`src/rtl/lsu_rmw_ctrl_pkg.sv`:
```
// Shared LSU store-path types and helpers: store type encoding, sequencer state
// encoding, lane replication and the alignment/legality check.
package lsu_rmw_ctrl_pkg;

    typedef enum logic [1:0] {
        ST_BYTE = 2'd0,
        ST_HALF = 2'd1,
        ST_WORD = 2'd2
    } st_type_e;

    typedef enum logic [1:0] {
        RMW_IDLE  = 2'd0,
        RMW_READ  = 2'd1,
        RMW_WRITE = 2'd2,
        RMW_RESP  = 2'd3
    } rmw_state_e;

    // Plain-vector views of the state encoding for the state register.
    localparam logic [1:0] S_IDLE  = RMW_IDLE;
    localparam logic [1:0] S_READ  = RMW_READ;
    localparam logic [1:0] S_WRITE = RMW_WRITE;
    localparam logic [1:0] S_RESP  = RMW_RESP;

    // Spread right-justified store data across every lane it could land in.
    function automatic logic [31:0] lane_replicate(input logic [31:0] data,
                                                   input logic [1:0]  st_type);
        logic [31:0] rep;
        case (st_type)
            ST_BYTE: rep = {4{data[7:0]}};
            ST_HALF: rep = {2{data[15:0]}};
            default: rep = data;
        endcase
        return rep;
    endfunction

    // Type 3, odd halfword and non-word-aligned word stores are rejected.
    function automatic logic store_illegal(input logic [1:0] st_type,
                                           input logic [1:0] lane);
        logic bad;
        case (st_type)
            ST_BYTE: bad = 1'b0;
            ST_HALF: bad = lane[0];
            ST_WORD: bad = (lane != 2'd0);
            default: bad = 1'b1;
        endcase
        return bad;
    endfunction

endpackage

```
`src/rtl/lsu_rmw_ctrl_if.sv`:
```
// Store-request and data-memory port bundle between the LSU store path, the
// store sequencer and the word-wide data memory.
interface lsu_rmw_ctrl_if;

    logic        i_st_valid;
    logic        o_st_ready;
    logic [31:0] i_st_addr;
    logic [31:0] i_st_data;
    logic [1:0]  i_st_type;
    logic        o_st_done;
    logic        o_st_err;
    logic        o_mem_req;
    logic        o_mem_we;
    logic [31:0] o_mem_addr;
    logic [31:0] o_mem_wdata;
    logic        i_mem_ack;
    logic [31:0] i_mem_rdata;

    // Sequencer side.
    modport slave (
        input  i_st_valid, i_st_addr, i_st_data, i_st_type, i_mem_ack, i_mem_rdata,
        output o_st_ready, o_st_done, o_st_err, o_mem_req, o_mem_we, o_mem_addr,
        output o_mem_wdata
    );

    // Requester and memory side.
    modport master (
        output i_st_valid, i_st_addr, i_st_data, i_st_type, i_mem_ack, i_mem_rdata,
        input  o_st_ready, o_st_done, o_st_err, o_mem_req, o_mem_we, o_mem_addr,
        input  o_mem_wdata
    );

endinterface

```
`src/rtl/lsu_rmw_ctrl_lane_merge.sv`:
```
// Sub-word lane merge: overlays the replicated store data onto the old memory
// word for byte and halfword stores; word stores pass straight through.
module lsu_lane_merge
    import lsu_rmw_ctrl_pkg::*;
(
    input  logic [31:0] old_word,
    input  logic [31:0] rep_data,
    input  logic [1:0]  st_type,
    input  logic [1:0]  lane,
    output logic [31:0] new_word
);

    // Select each byte lane from either the old word or the new data.
    always_comb begin
        new_word = rep_data;
        case (st_type)
            ST_BYTE: begin
                new_word = old_word;
                case (lane)
                    2'd0:    new_word[7:0]   = rep_data[7:0];
                    2'd1:    new_word[15:8]  = rep_data[15:8];
                    2'd2:    new_word[23:16] = rep_data[23:16];
                    default: new_word[31:24] = rep_data[31:24];
                endcase
            end
            ST_HALF: begin
                new_word = lane[1] ? {rep_data[31:16], old_word[15:0]}
                                   : {old_word[31:16], rep_data[15:0]};
            end
            default: new_word = rep_data;
        endcase
    end

endmodule

```
`src/rtl/lsu_rmw_ctrl.sv`:
```
// Store sequencer for the LSU data-memory port. Word stores issue one write;
// byte and halfword stores read the aligned word, merge, and write it back.
// All outputs come from registers or registered state.
module lsu_rmw_ctrl
    import lsu_rmw_ctrl_pkg::*;
#(
    parameter int unsigned TIMEOUT_CYC = 255
) (
    input logic          i_clk,
    input logic          i_rst,
    lsu_rmw_ctrl_if.slave bus
);

    localparam int unsigned CNT_W = $clog2(TIMEOUT_CYC + 1);
    // Last no-ack cycle allowed before the transaction is abandoned.
    localparam logic [CNT_W-1:0] CNT_LAST = CNT_W'(TIMEOUT_CYC - 1);

    logic [1:0]       state_q, state_d;
    logic [31:0]      addr_q, addr_d;
    logic [31:0]      data_q, data_d;
    logic [1:0]       type_q, type_d;
    logic [31:0]      old_q, old_d;
    logic             err_q, err_d;
    logic [CNT_W-1:0] cnt_q, cnt_d;

    logic             accept_bad;
    logic [31:0]      merged;

    assign accept_bad = store_illegal(bus.i_st_type, bus.i_st_addr[1:0]);

    lsu_lane_merge u_merge (
        .old_word (old_q),
        .rep_data (data_q),
        .st_type  (type_q),
        .lane     (addr_q[1:0]),
        .new_word (merged)
    );

    // Next-state: acceptance/legality routing, ack handling and ack timeout.
    always_comb begin
        state_d = state_q;
        addr_d  = addr_q;
        data_d  = data_q;
        type_d  = type_q;
        old_d   = old_q;
        err_d   = err_q;
        cnt_d   = cnt_q;
        case (state_q)
            S_IDLE: begin
                if (bus.i_st_valid) begin
                    addr_d = bus.i_st_addr;
                    data_d = lane_replicate(bus.i_st_data, bus.i_st_type);
                    type_d = bus.i_st_type;
                    err_d  = accept_bad;
                    cnt_d  = '0;
                    if (accept_bad) begin
                        state_d = S_RESP;
                    end else if (bus.i_st_type == ST_WORD) begin
                        state_d = S_WRITE;
                    end else begin
                        state_d = S_READ;
                    end
                end
            end
            S_READ: begin
                if (bus.i_mem_ack) begin
                    old_d   = bus.i_mem_rdata;
                    cnt_d   = '0;
                    state_d = S_WRITE;
                end else if (cnt_q == CNT_LAST) begin
                    err_d   = 1'b1;
                    state_d = S_RESP;
                end else begin
                    cnt_d = cnt_q + CNT_W'(1);
                end
            end
            S_WRITE: begin
                if (bus.i_mem_ack) begin
                    cnt_d   = '0;
                    state_d = S_RESP;
                end else if (cnt_q == CNT_LAST) begin
                    err_d   = 1'b1;
                    state_d = S_RESP;
                end else begin
                    cnt_d = cnt_q + CNT_W'(1);
                end
            end
            default: begin
                err_d   = 1'b0;
                state_d = S_IDLE;
            end
        endcase
    end

    // State and request registers; reset abandons any in-flight store.
    always_ff @(posedge i_clk) begin
        if (i_rst) begin
            state_q <= S_IDLE;
            addr_q  <= '0;
            data_q  <= '0;
            type_q  <= '0;
            old_q   <= '0;
            err_q   <= 1'b0;
            cnt_q   <= '0;
        end else begin
            state_q <= state_d;
            addr_q  <= addr_d;
            data_q  <= data_d;
            type_q  <= type_d;
            old_q   <= old_d;
            err_q   <= err_d;
            cnt_q   <= cnt_d;
        end
    end

    assign bus.o_st_ready  = (state_q == S_IDLE);
    assign bus.o_mem_req   = (state_q == S_READ) || (state_q == S_WRITE);
    assign bus.o_mem_we    = (state_q == S_WRITE);
    assign bus.o_mem_addr  = {addr_q[31:2], 2'b00};
    assign bus.o_mem_wdata = merged;
    assign bus.o_st_done   = (state_q == S_RESP) && !err_q;
    assign bus.o_st_err    = (state_q == S_RESP) && err_q;

endmodule

```
`src/flat_wrapper.sv`:
```
// flat-port wrapper written by rule: the top's interface ports become plain ports
module lsu_rmw_ctrl_flat import lsu_rmw_ctrl_pkg::*;
#(
    parameter int unsigned TIMEOUT_CYC = 255
)
  (i_clk, i_rst, bus_i_st_valid, bus_i_st_addr, bus_i_st_data, bus_i_st_type, bus_i_mem_ack, bus_i_mem_rdata, bus_o_st_ready, bus_o_st_done, bus_o_st_err, bus_o_mem_req, bus_o_mem_we, bus_o_mem_addr, bus_o_mem_wdata);
  lsu_rmw_ctrl_if bus_i ();
  input logic i_clk;
  input logic i_rst;
  input wire logic [$bits(bus_i.i_st_valid)-1:0] bus_i_st_valid;
  input wire logic [$bits(bus_i.i_st_addr)-1:0] bus_i_st_addr;
  input wire logic [$bits(bus_i.i_st_data)-1:0] bus_i_st_data;
  input wire logic [$bits(bus_i.i_st_type)-1:0] bus_i_st_type;
  input wire logic [$bits(bus_i.i_mem_ack)-1:0] bus_i_mem_ack;
  input wire logic [$bits(bus_i.i_mem_rdata)-1:0] bus_i_mem_rdata;
  output wire logic [$bits(bus_i.o_st_ready)-1:0] bus_o_st_ready;
  output wire logic [$bits(bus_i.o_st_done)-1:0] bus_o_st_done;
  output wire logic [$bits(bus_i.o_st_err)-1:0] bus_o_st_err;
  output wire logic [$bits(bus_i.o_mem_req)-1:0] bus_o_mem_req;
  output wire logic [$bits(bus_i.o_mem_we)-1:0] bus_o_mem_we;
  output wire logic [$bits(bus_i.o_mem_addr)-1:0] bus_o_mem_addr;
  output wire logic [$bits(bus_i.o_mem_wdata)-1:0] bus_o_mem_wdata;
  assign bus_i.i_st_valid = bus_i_st_valid;
  assign bus_i.i_st_addr = bus_i_st_addr;
  assign bus_i.i_st_data = bus_i_st_data;
  assign bus_i.i_st_type = bus_i_st_type;
  assign bus_i.i_mem_ack = bus_i_mem_ack;
  assign bus_i.i_mem_rdata = bus_i_mem_rdata;
  assign bus_o_st_ready = bus_i.o_st_ready;
  assign bus_o_st_done = bus_i.o_st_done;
  assign bus_o_st_err = bus_i.o_st_err;
  assign bus_o_mem_req = bus_i.o_mem_req;
  assign bus_o_mem_we = bus_i.o_mem_we;
  assign bus_o_mem_addr = bus_i.o_mem_addr;
  assign bus_o_mem_wdata = bus_i.o_mem_wdata;
  lsu_rmw_ctrl #(.TIMEOUT_CYC(TIMEOUT_CYC)) u_core (.i_clk(i_clk), .i_rst(i_rst), .bus(bus_i));
endmodule
```
`config.mk`:
```
export PLATFORM = sky130hd
export DESIGN_NAME = lsu_rmw_ctrl_flat
export DESIGN_NICKNAME = d
export VERILOG_FILES = /design/src/rtl/lsu_rmw_ctrl_pkg.sv /design/src/rtl/lsu_rmw_ctrl_if.sv /design/src/rtl/lsu_rmw_ctrl_lane_merge.sv /design/src/rtl/lsu_rmw_ctrl.sv /design/src/flat_wrapper.sv
export SDC_FILE = /design/constraint.sdc
export NUM_CORES = 1
export LEC_CHECK = 0
export ABC_AREA = 1
export BUFFER_PORTS_ARGS = -buffer_cell sky130_fd_sc_hd__buf_2
export CAP_MARGIN = 15
export CORE_MARGIN = 2
export CORE_UTILIZATION = 56
export CTS_CLUSTER_SIZE = 12
export DETAILED_ROUTE_END_ITERATION = 6
export HOLD_SLACK_MARGIN = 0.12
export MAX_ROUTING_LAYER = met4
export PLACE_DENSITY = 0.91
export SKIP_LAST_GASP = 1
export SLEW_MARGIN = 20
export SYNTH_ARGS = -nofsm -noshare
export SYNTH_HDL_FRONTEND = slang
export SYNTH_HIERARCHICAL = 1
export SYNTH_SLANG_ARGS = --single-unit
```
`constraint.sdc`:
```
create_clock -name i_clk -period 3.5 [get_ports i_clk]
set_clock_uncertainty 0.1 [all_clocks]
set_input_delay 0.525 -clock i_clk [delete_from_list [all_inputs] [get_ports i_clk]]
set_output_delay 0.525 -clock i_clk [all_outputs]
set_load 0.01 [all_outputs]
```
# Yosys cells after proc, flatten, opt, wreduce, memory -nomap -nowiden

Index checks and enable logic that the tools add are counted.

Muxes and demuxes: 23
$add $sub $neg: 1
Equal/unequal tests: 13
Reduce and logical (&&, ||, !) cells: 16

Operators by type and width:

| kind                                                                     | count |
|---|---|
| 32-bit one-hot mux with 2 select lines                                   | 2 |
| 8-bit 2-to-1 mux                                                         | 7 |
| 32-bit 2-to-1 mux                                                        | 1 |
| 8-bit one-hot mux with 2 select lines                                    | 1 |
| 2-bit 2-to-1 mux                                                         | 6 |
| 8-bit by 1-bit adder with 8-bit output (second input constant)           | 1 |
| 2-bit by 1-bit == test with 1-bit output (second input constant)         | 4 |
| 2-bit == test (second input constant)                                    | 4 |
| 8-bit == test (second input constant)                                    | 1 |
| 2-bit logical NOT                                                        | 4 |
| 2-bit one-hot mux with 3 select lines                                    | 1 |
| 3-bit AND reduction                                                      | 2 |
| 2-bit inequality test (second input constant)                            | 2 |
| 2-bit AND reduction                                                      | 2 |
| 2-bit nonzero test                                                       | 2 |
| 1-bit 2-to-1 mux                                                         | 3 |
| 3-bit inequality test (second input constant)                            | 1 |
| 1-bit one-hot mux with 3 select lines                                    | 1 |
| 3-bit OR reduction                                                       | 1 |
| 1-bit logical AND                                                        | 2 |
| 2-bit by 1-bit inequality test with 1-bit output (second input constant) | 1 |
| 1-bit one-hot mux with 2 select lines                                    | 1 |
| 2-bit OR reduction                                                       | 1 |
| 1-bit logical NOT                                                        | 1 |
| 1-bit logical OR                                                         | 1 |

Input bits: 102
Logic and storage cells: 60
Bits in registers: 109

# Logic depth before layout (Yosys ltp)

Gate-level depths: netlist of run 1.

Depth after elaboration: 5
Gate-level depth with buffers: 11

# Hierarchy

The synthesis of run 1 kept the hierarchy.

By module, submodules not included:

| module         | area an instance (µm²) | cells each | instances |
|---|---|---|---|
| lsu_rmw_ctrl   | 4689.5                 | 625        | 1 |
| lsu_lane_merge | 1127.3                 | 276        | 1 |

# Least setup slack after synthesis of run 1

Ideal clock, no wire load.

Path type: reg-to-reg
Start point: reg u_core.state_q[0]
End point: reg u_core.cnt_q[3]
Clock period less this slack: 1.707 ns
Slack: 1.793 ns
Data arrival time: 1.488 ns
Library setup time: 0.119 ns
Stages on the path, launching flop included: 9
Data required time: 3.281 ns
Buffers on the path: 0
Path through: dfxtp_1 inv_1 ha_1 nand2_1 nand3b_1 nand2_1 nor2_1 o21ai_0 nor2_1

Word-level cells in the longest chain between the ends: 4
Elaborated cells on any way between the ends: 9

RTL lines:

| what                                                                      | line                | RTL |
|---|---|---|
| start, declared                                                           | lsu_rmw_ctrl.sv:18  | `logic [1:0] state_q, state_d;` |
| start signal, assigned                                                    | lsu_rmw_ctrl.sv:106 | `state_q <= state_d;` |
| 2-bit == test or 2-bit by 1-bit == test with 1-bit output (tied branches) | lsu_rmw_ctrl.sv:48  | `case (state_q)` |
| 2-bit OR reduction (no line)                                              | -                   |  |
| 3-bit inequality test (no line) or 2-bit nonzero test (tied branches)     | -                   |  |
| 3-bit AND reduction (no line)                                             | -                   |  |
| end signal, assigned                                                      | lsu_rmw_ctrl.sv:112 | `cnt_q <= cnt_d;` |
| end, declared                                                             | lsu_rmw_ctrl.sv:24  | `logic [CNT_W-1:0] cnt_q, cnt_d;` |

Parallel ways exist; a longest one is shown, timed or not.
A chain may end at the register's enable or synchronous reset.

# Worst setup path after layout of run 1

Start point: reg u_core.addr_q[0]
End point: out bus_o_mem_wdata[0]

Word-level cells in the longest chain between the ends: 3

RTL lines:

| what                                   | line                          | RTL |
|---|---|---|
| start, declared                        | lsu_rmw_ctrl.sv:19            | `logic [31:0] addr_q, addr_d;` |
| start signal, assigned                 | lsu_rmw_ctrl.sv:107           | `addr_q <= addr_d;` |
| 2-bit logical NOT                      | lsu_rmw_ctrl_lane_merge.sv:19 | `case (lane)` |
| 8-bit 2-to-1 mux                       | lsu_rmw_ctrl_lane_merge.sv:19 |  |
| 32-bit one-hot mux with 2 select lines | lsu_rmw_ctrl_lane_merge.sv:16 | `case (st_type)` |
| end, declared                          | flat_wrapper.sv:22            | `output wire logic [$bits(bus_i.o_mem_wdata)-1:0] bus_o_mem_wdata;` |

Every way passes these cells.

==> flow_summary.ini, run 1 <==
[outcome]
status = completed

[grt]
number_of_global_route_vias_before_repair = 5037
global_route.overflow_total = 0
grt_start_max_net_pins = 70
gr-usage-all-layers_pct = 27.47
wire_length_of_the_first_global_routing_pass_mm = 24.06
antenna_violations_before_repair = 0

[power]
peakVddDrop_v = 0.0004676
pwr_density_cell_nw_per_um2 = 723.2
power_share_of_the_combinational_group_pct = 45.0
total_power_mw = 4.797
power_leakage_nw = 3.398
total_switching_power_mw = 2.086
p_seq_share_pct = 38.3
p_sw_share_pct = 43.50
power.clock.fraction_pct = 16.7
cell_internal_pwr_mw = 2.710

[hold_path]
hold_class = input pin to flop
hold_path_depth = 3

[clocking]
cts_tree = yes
clock_insertion_delay_worst_skew_ps = 370
cts-resized-gates = 0
postCtsSetupBuffers = 0
clock_tree.root_cell = sky130_fd_sc_hd__clkbuf_8
clock_tree.htree_level_count = 3
cts_max_path_buffers = 2
cts.clk_slew.worst_paths_ps = 110
clkSinkCount = 109
cts_inserted_buffers = 9
holdBufCountCts = 0

[sta]
finalSetupViolCount = 0
timing.hold.ws_ps = 279.6
timing.final.hold_violations = 0
maxSlewHeadroom_pct = 27.61
setup_repair_after_global_routing_missed_its_margin = false
maxClockFrequency_mhz = 367.9
max_slew.worst_pin.slew_ps = 1085
layout_setup_ws_ps = 781.7
timing.final.max_slew_violations = 0
final.min_clock_period_ps = 2718
fin_crit_sh_pct = 77.66
setup_tns_ps = 0

[logic_synthesis]
yosysWarnings = 6
synth_sequential_area_ratio_pct = 37.51
mappedNetlistArea_um2 = 5817
synthesis.area_per_instance_um2 = 6.456
post_synth_inst_count = 901
yosys_register_bits = 109
yosys_cell_types = 32

[setup_path]
critical-path-max-stage-delay_ps = 800
kind_of_end_point_of_the_critical_path = output port
worstPathArrival_ps = 2090
critical_path.max_fanout = 20
r2r_slack_ps = 1340
critical_path.slowest_cell = sky130_fd_sc_hd__dfxtp_1
required_ps = 2870
crit_top_cell = sky130_fd_sc_hd__nand2_1
path_cells = nand2_1 > nand2_2 > nand2_2 > nand2_1 > nand2_1 > inv_1 > buf_2
crit_path_start_kind = flop
worstRegToRegCells = 7
worstSetupPathType = flop to output port

[detailed_routing]
initialDrtViolationCount = 631
drt_first_pass_iters = 5
drc = 0
via_count = 6031
viasPerCell = 5.244
finalWirelength_mm = 15.27
detail_route.wl_per_cell_um = 13.27
ant_nets = 0

[placed_design]
dpl.hpwl_mm = 10.96
placed_cell_areas_um2 = 6426
globalplace.congestion = 0.9023
dpl.cell_count = 1134
dpl_worst_slack_ps = 1213
place.port_buffers = 168

[layout]
fin_area_um2 = 6633
postLayoutCoreUtil_pct = 65.12
fill_cells = 923
stdcell_count = 1150
num_antenna_cells = 0
final_net_count = 1119
area_delta_synth_final_pct = 14.02
final_layout_size_suffix_gt1_share_pct = 22.19

[floorplanning]
floorplan.die_area_um2 = 11220
core_region_area_um2 = 10180
start_util_pct = 57.11
dieHeight_um = 105.9
io-pin-count = 171
number_of_standard_cell_rows_in_the_floorplan = 37
floorplan.die.width_um = 105.9

[run]
drv_cap = 0
layout make-up:
| cell class | instances | area, um2 | area share [%] |
|---|---|---|---|
| inverters | 87 | 326.6 | 4.924 |
| flip-flops and latches | 109 | 2182 | 32.90 |
| well taps | 136 | 170.2 | 2.566 |
| repair buffers | 173 | 878.3 | 13.24 |
| clock buffers | 10 | 137.6 | 2.075 |
| clock inverters | 6 | 68.82 | 1.038 |
| multi-input cells | 629 | 2869 | 43.26 |
layout by cell type (no fill, tap or decap), types with 2 or more instances in the layout:
master	n
sky130_fd_sc_hd__o21ai_0	92
sky130_fd_sc_hd__nor2_1	159
sky130_fd_sc_hd__a31oi_1	4
sky130_fd_sc_hd__buf_4	5
sky130_fd_sc_hd__ha_1	8
sky130_fd_sc_hd__dfxtp_1	109
sky130_fd_sc_hd__buf_2	168
sky130_fd_sc_hd__nand3_1	54
sky130_fd_sc_hd__inv_2	10
sky130_fd_sc_hd__nand3b_1	2
sky130_fd_sc_hd__a21oi_2	3
sky130_fd_sc_hd__o211ai_1	4
sky130_fd_sc_hd__nand2_2	9
sky130_fd_sc_hd__nand4_1	3
sky130_fd_sc_hd__o21ai_1	2
sky130_fd_sc_hd__a22oi_1	4
sky130_fd_sc_hd__inv_6	3
sky130_fd_sc_hd__a21oi_1	32
sky130_fd_sc_hd__nand2_1	229
sky130_fd_sc_hd__clkbuf_8	10
sky130_fd_sc_hd__inv_1	77
sky130_fd_sc_hd__conb_1	2
sky130_fd_sc_hd__nor2_4	3
sky130_fd_sc_hd__o221ai_1	4
sky130_fd_sc_hd__nand2_4	3
sky130_fd_sc_hd__nor2_2	5
power by group through the flow:
stage          Clock (mW)  Combinational, mW  Sequential, mW
2_1_floorplan           0               1.70            1.76
3_3_place_gp            0               2.10            1.85
3_5_place_dp            0               2.14            1.86
4_1_cts             0.812               2.15            1.83
5_1_grt             0.862               2.44            1.88
6_report            0.800               2.16            1.84
Yosys cell counts:
cell	instances	area (um2)
sky130_fd_sc_hd__nand2_4	3	33.78
sky130_fd_sc_hd__o21ai_0	92	460.4
sky130_fd_sc_hd__nand3_1	54	270.3
sky130_fd_sc_hd__a31oi_1	4	25.02
sky130_fd_sc_hd__buf_2	21	105.1
sky130_fd_sc_hd__conb_1	1	3.750
sky130_fd_sc_hd__o221ai_1	4	35.03
sky130_fd_sc_hd__a22oi_1	4	30.03
sky130_fd_sc_hd__nor2_2	5	31.28
sky130_fd_sc_hd__nand4_1	3	18.77
sky130_fd_sc_hd__nand3_2	1	10.01
sky130_fd_sc_hd__inv_2	9	33.78
sky130_fd_sc_hd__a211oi_1	1	7.510
sky130_fd_sc_hd__dfxtp_1	109	2182
sky130_fd_sc_hd__nor2_1	159	596.8
sky130_fd_sc_hd__a21o_1	1	7.510
sky130_fd_sc_hd__a21oi_1	32	160.2
sky130_fd_sc_hd__clkbuf_1	22	82.58
sky130_fd_sc_hd__nor2_4	3	33.78
sky130_fd_sc_hd__nand3b_1	2	15.01
sky130_fd_sc_hd__nand2_2	9	56.30
sky130_fd_sc_hd__nor2_8	1	20.02
sky130_fd_sc_hd__o21bai_1	1	7.510
sky130_fd_sc_hd__nor3b_1	1	7.510
sky130_fd_sc_hd__o21ai_1	2	10.01
sky130_fd_sc_hd__ha_1	8	100.1
sky130_fd_sc_hd__inv_1	78	292.8
sky130_fd_sc_hd__o21ai_2	1	8.760
sky130_fd_sc_hd__buf_4	34	255.2
sky130_fd_sc_hd__a21oi_2	3	26.28
sky130_fd_sc_hd__o211ai_1	4	30.03
sky130_fd_sc_hd__nand2_1	229	859.6
kinds of logic (layout without fill, tap and decap cells):
family | Yosys count | count (layout) | synth area share, %
compound gates | 149 | 149 | 13.90
fa+ha+maj | 8 | 8 | 1.721
buf+inv | 164 | 276 | 13.23
flops | 109 | 109 | 37.51
other cells | 1 | 2 | 0.06447
simple gates | 470 | 470 | 33.58
sequential cells by signal, indices dropped and copies added, names as in the netlist:
name            flops
u_core/old_q       32
u_core/state_q      2
u_core/err_q        1
u_core/type_q       2
u_core/cnt_q        8
u_core/data_q      32
u_core/addr_q      32
routing by layer:
metal | global-route usage, % | routed length [um] | share of wire (%)
met1 | 35.85 | 6362 | 42
met2 | 43.82 | 7304 | 48
met3 | 3.679 | 1212 | 7.9
met4 | 10.24 | 386 | 2.5
met5 | - | 0 | 0
critical path, delay by kind of cell, from the launching register on:
kind	cells	cell delay, ps
DFF	1	800
and+or+nand+nor	5	760
buffers and inverters	2	170
worst paths after layout:
path / from / endpoint
max: u_core/addr_q[0]$_SDFFE_PP0P_ / bus_o_mem_wdata[0]
min: bus_i_st_data[18] / u_core/data_q[18]$_SDFFE_PP0P_
max reg2reg: u_core/state_q[0]$_SDFFE_PP0P_ / u_core/addr_q[24]$_SDFFE_PP0P_
min reg2reg: u_core/addr_q[31]$_SDFFE_PP0P_ / u_core/addr_q[31]$_SDFFE_PP0P_
(Power assumes the default switching activity.)
==> run 2, diff against run 1 <==
--- a/config.mk
+++ b/config.mk
@@ -5,16 +5,16 @@
 export SDC_FILE = /design/constraint.sdc
 export NUM_CORES = 1
 export LEC_CHECK = 0
-export ABC_AREA = 1
+export ABC_AREA = 0
 export BUFFER_PORTS_ARGS = -buffer_cell sky130_fd_sc_hd__buf_2
 export CAP_MARGIN = 15
 export CORE_MARGIN = 2
-export CORE_UTILIZATION = 56
+export CORE_UTILIZATION = 51
 export CTS_CLUSTER_SIZE = 12
 export DETAILED_ROUTE_END_ITERATION = 6
 export HOLD_SLACK_MARGIN = 0.12
 export MAX_ROUTING_LAYER = met4
-export PLACE_DENSITY = 0.91
+export PLACE_DENSITY = 0.86
 export SKIP_LAST_GASP = 1
 export SLEW_MARGIN = 20
 export SYNTH_ARGS = -nofsm -noshare
==> constraint.sdc (replaced) <==
create_clock -name i_clk -period 2.7 [get_ports i_clk]
set_clock_uncertainty 0.1 [all_clocks]
set_input_delay 0.405 -clock i_clk [delete_from_list [all_inputs] [get_ports i_clk]]
set_output_delay 0.405 -clock i_clk [all_outputs]
set_load 0.01 [all_outputs]
==> flow_summary.ini, run 2 <==
[outcome]
status = completed

[sta]
layout_setup_ws_ps = 314.1
fin_crit_sh_pct = 88.37
maxClockFrequency_mhz = 419.1
timing.hold.ws_ps = 162.8
timing.final.hold_violations = 0
timing.final.max_slew_violations = 0
max_slew.worst_pin.slew_ps = 764.6
maxSlewHeadroom_pct = 49.02
setup_tns_ps = 0
setup_repair_after_global_routing_missed_its_margin = false
final.min_clock_period_ps = 2386
finalSetupViolCount = 0

[setup_path]
crit_path_start_kind = flop
critical_path.max_fanout = 8
critical_path.slowest_cell = sky130_fd_sc_hd__a21oi_2
worstSetupPathType = flop to output port
worstPathBufferInverterCount = 1
kind_of_end_point_of_the_critical_path = output port
worstPathArrival_ps = 1880
path_cells = nand2b_4 > a21oi_2 > mux2_2 > buf_2
cpLargestDelayFamily = compound AO/OA/AOI/OAI gates
critical-path-max-stage-delay_ps = 450
required_ps = 2190

[logic_synthesis]
yosysTopAreaCellShare_pct = 42.68
mappedNetlistArea_um2 = 5112
synth-edff-count = 0
post_synth_inst_count = 625
post-synth-top-count-cell = sky130_fd_sc_hd__nand2_1
yosys_register_bits = 109
synth_sequential_area_ratio_pct = 42.68
yosys.area.top_type = sky130_fd_sc_hd__dfxtp_1
yosys_cell_types = 50
synth_top_cells_by_area = sky130_fd_sc_hd__dfxtp_1 (43%), sky130_fd_sc_hd__nand2_1 (13%), sky130_fd_sc_hd__a21oi_1 (8.8%)
yosysWarnings = 6
async_reset_ff_share_pct = 0
synthesis.area_per_instance_um2 = 8.180
post_synth_most_frequent_cells = sky130_fd_sc_hd__nand2_1 (183), sky130_fd_sc_hd__dfxtp_1 (109), sky130_fd_sc_hd__a21oi_1 (90)
synth_flop_cell = sky130_fd_sc_hd__dfxtp_1

[clocking]
clkSinkCount = 109
clock_tree.htree_level_count = 3
cts_max_path_buffers = 2
cts_tree = yes
postCtsSetupBuffers = 0
cts-resized-gates = 0
cts.clk_slew.worst_paths_ps = 100
holdBufCountCts = 0
clock_insertion_delay_worst_skew_ps = 360
clock_tree.root_cell = sky130_fd_sc_hd__clkbuf_8
cts_inserted_buffers = 9

[layout]
final_cell_mix = sky130_fd_sc_hd__nand2_1 (183), sky130_fd_sc_hd__buf_2 (167), sky130_fd_sc_hd__dfxtp_1 (109)
biggestRegsByFlops = u_core/addr_q x32, u_core/data_q x32, u_core/old_q x32
final_layout_size_suffix_gt1_share_pct = 31.68
final_net_count = 852
layout_commonest_cell = sky130_fd_sc_hd__nand2_1
stdcell_count = 881
area_delta_synth_final_pct = 16.91
postLayoutCoreUtil_pct = 61.15
fin_area_um2 = 5977
fill_cells = 900

[detailed_routing]
ant_nets = 0
detail_route.wl_per_cell_um = 15.40
drt_first_pass_iters = 5
drc = 0
finalWirelength_mm = 13.57
viasPerCell = 5.345
initialDrtViolationCount = 350
via_count = 4709

[power]
total_power_mw = 4.804
peakVddDrop_v = 0.0004007
power_leakage_nw = 2.601
pwr_density_cell_nw_per_um2 = 803.8

[floorplanning]
io-pin-count = 171
number_of_standard_cell_rows_in_the_floorplan = 36
dieHeight_um = 104.1
floorplan.die.width_um = 104.1
core_region_area_um2 = 9774
floorplan.die_area_um2 = 10840
start_util_pct = 52.30

[hold_path]
hold_class = input pin to flop

[grt]
global_route.overflow_total = 0
gr-usage-all-layers_pct = 25.33
grt_start_max_net_pins = 74
number_of_global_route_vias_before_repair = 4372
antenna_violations_before_repair = 3
wire_length_of_the_first_global_routing_pass_mm = 21.73

[placed_design]
globalplace.congestion = 0.9538
dpl.cell_count = 864
dpl_worst_slack_ps = 628.6
place.port_buffers = 168
dpl.hpwl_mm = 9.917
placed_cell_areas_um2 = 5804

[run]
drv_cap = 0
-- run 2: power by group --
group | switching, mW | internal (mW)
Combinational | 1.04 | 0.743
Sequential | 0.207 | 1.92
Clock | 0.537 | 0.354
-- run 2: logic make-up (layout without fill, tap and decap cells) --
group           count (synthesis)  in the layout  share of synthesized area (%)
compound gates                145            145                          16.57
xor+xnor                        1              1                         0.1713
fa+ha+maj                       8              8                          1.958
buf+inv                        76            195                          8.395
flops                         109            109                          42.68
mux                            48             48                          10.18
other cells                     1              5                        0.07335
simple gates                  237            237                          19.97
-- run 2: layout make-up --
class | count | area, um2 | share of cell area [%]
multi-input combinational | 441 | 2506 | 41.93
sequential | 109 | 2182 | 36.51
timing repair buffer | 176 | 928.4 | 15.53
tap | 133 | 166.4 | 2.784
clock buffer | 11 | 141.4 | 2.366
clock inverter | 3 | 23.77 | 0.3977
inverter | 5 | 21.27 | 0.3559
antenna | 3 | 7.507 | 0.1256
-- run 2: routing by layer --
| layer | track usage, % | part of all wire [%] | vias up |
|---|---|---|---|
| met5 | - | 0 | - |
| met4 | 8.494 | 1.8 | 0 |
| met3 | 4.261 | 7.2 | 22 |
| met2 | 41.21 | 48 | 200 |
| met1 | 32.13 | 43 | 2170 |
| li1 | - | - | 2317 |
-- run 2: path summary, 6_finish.rpt --
kind / startpoint / endpoint / slack [ps] / cells after the start
hold / removal: bus_i_st_addr[23] / u_core/addr_q[23]$_SDFFE_PP0P_ / 160 / 3
setup reg to reg: u_core/state_q[0]$_SDFFE_PP0P_ / u_core/data_q[5]$_SDFFE_PP0P_ / 540 / 6
hold reg to reg: u_core/old_q[27]$_SDFFE_PP0P_ / u_core/old_q[27]$_SDFFE_PP0P_ / 360 / 2
setup / recovery: u_core/addr_q[0]$_SDFFE_PP0P_ / bus_o_mem_wdata[17] / 310 / 4
-- run 2: worst min-delay path: cells and delay by family --
family / cells / cell delay [ps]
AO/OA/AOI/OAI: 1 / 50
AND/OR/NAND/NOR: 1 / 40
buffers and inverters: 1 / 90
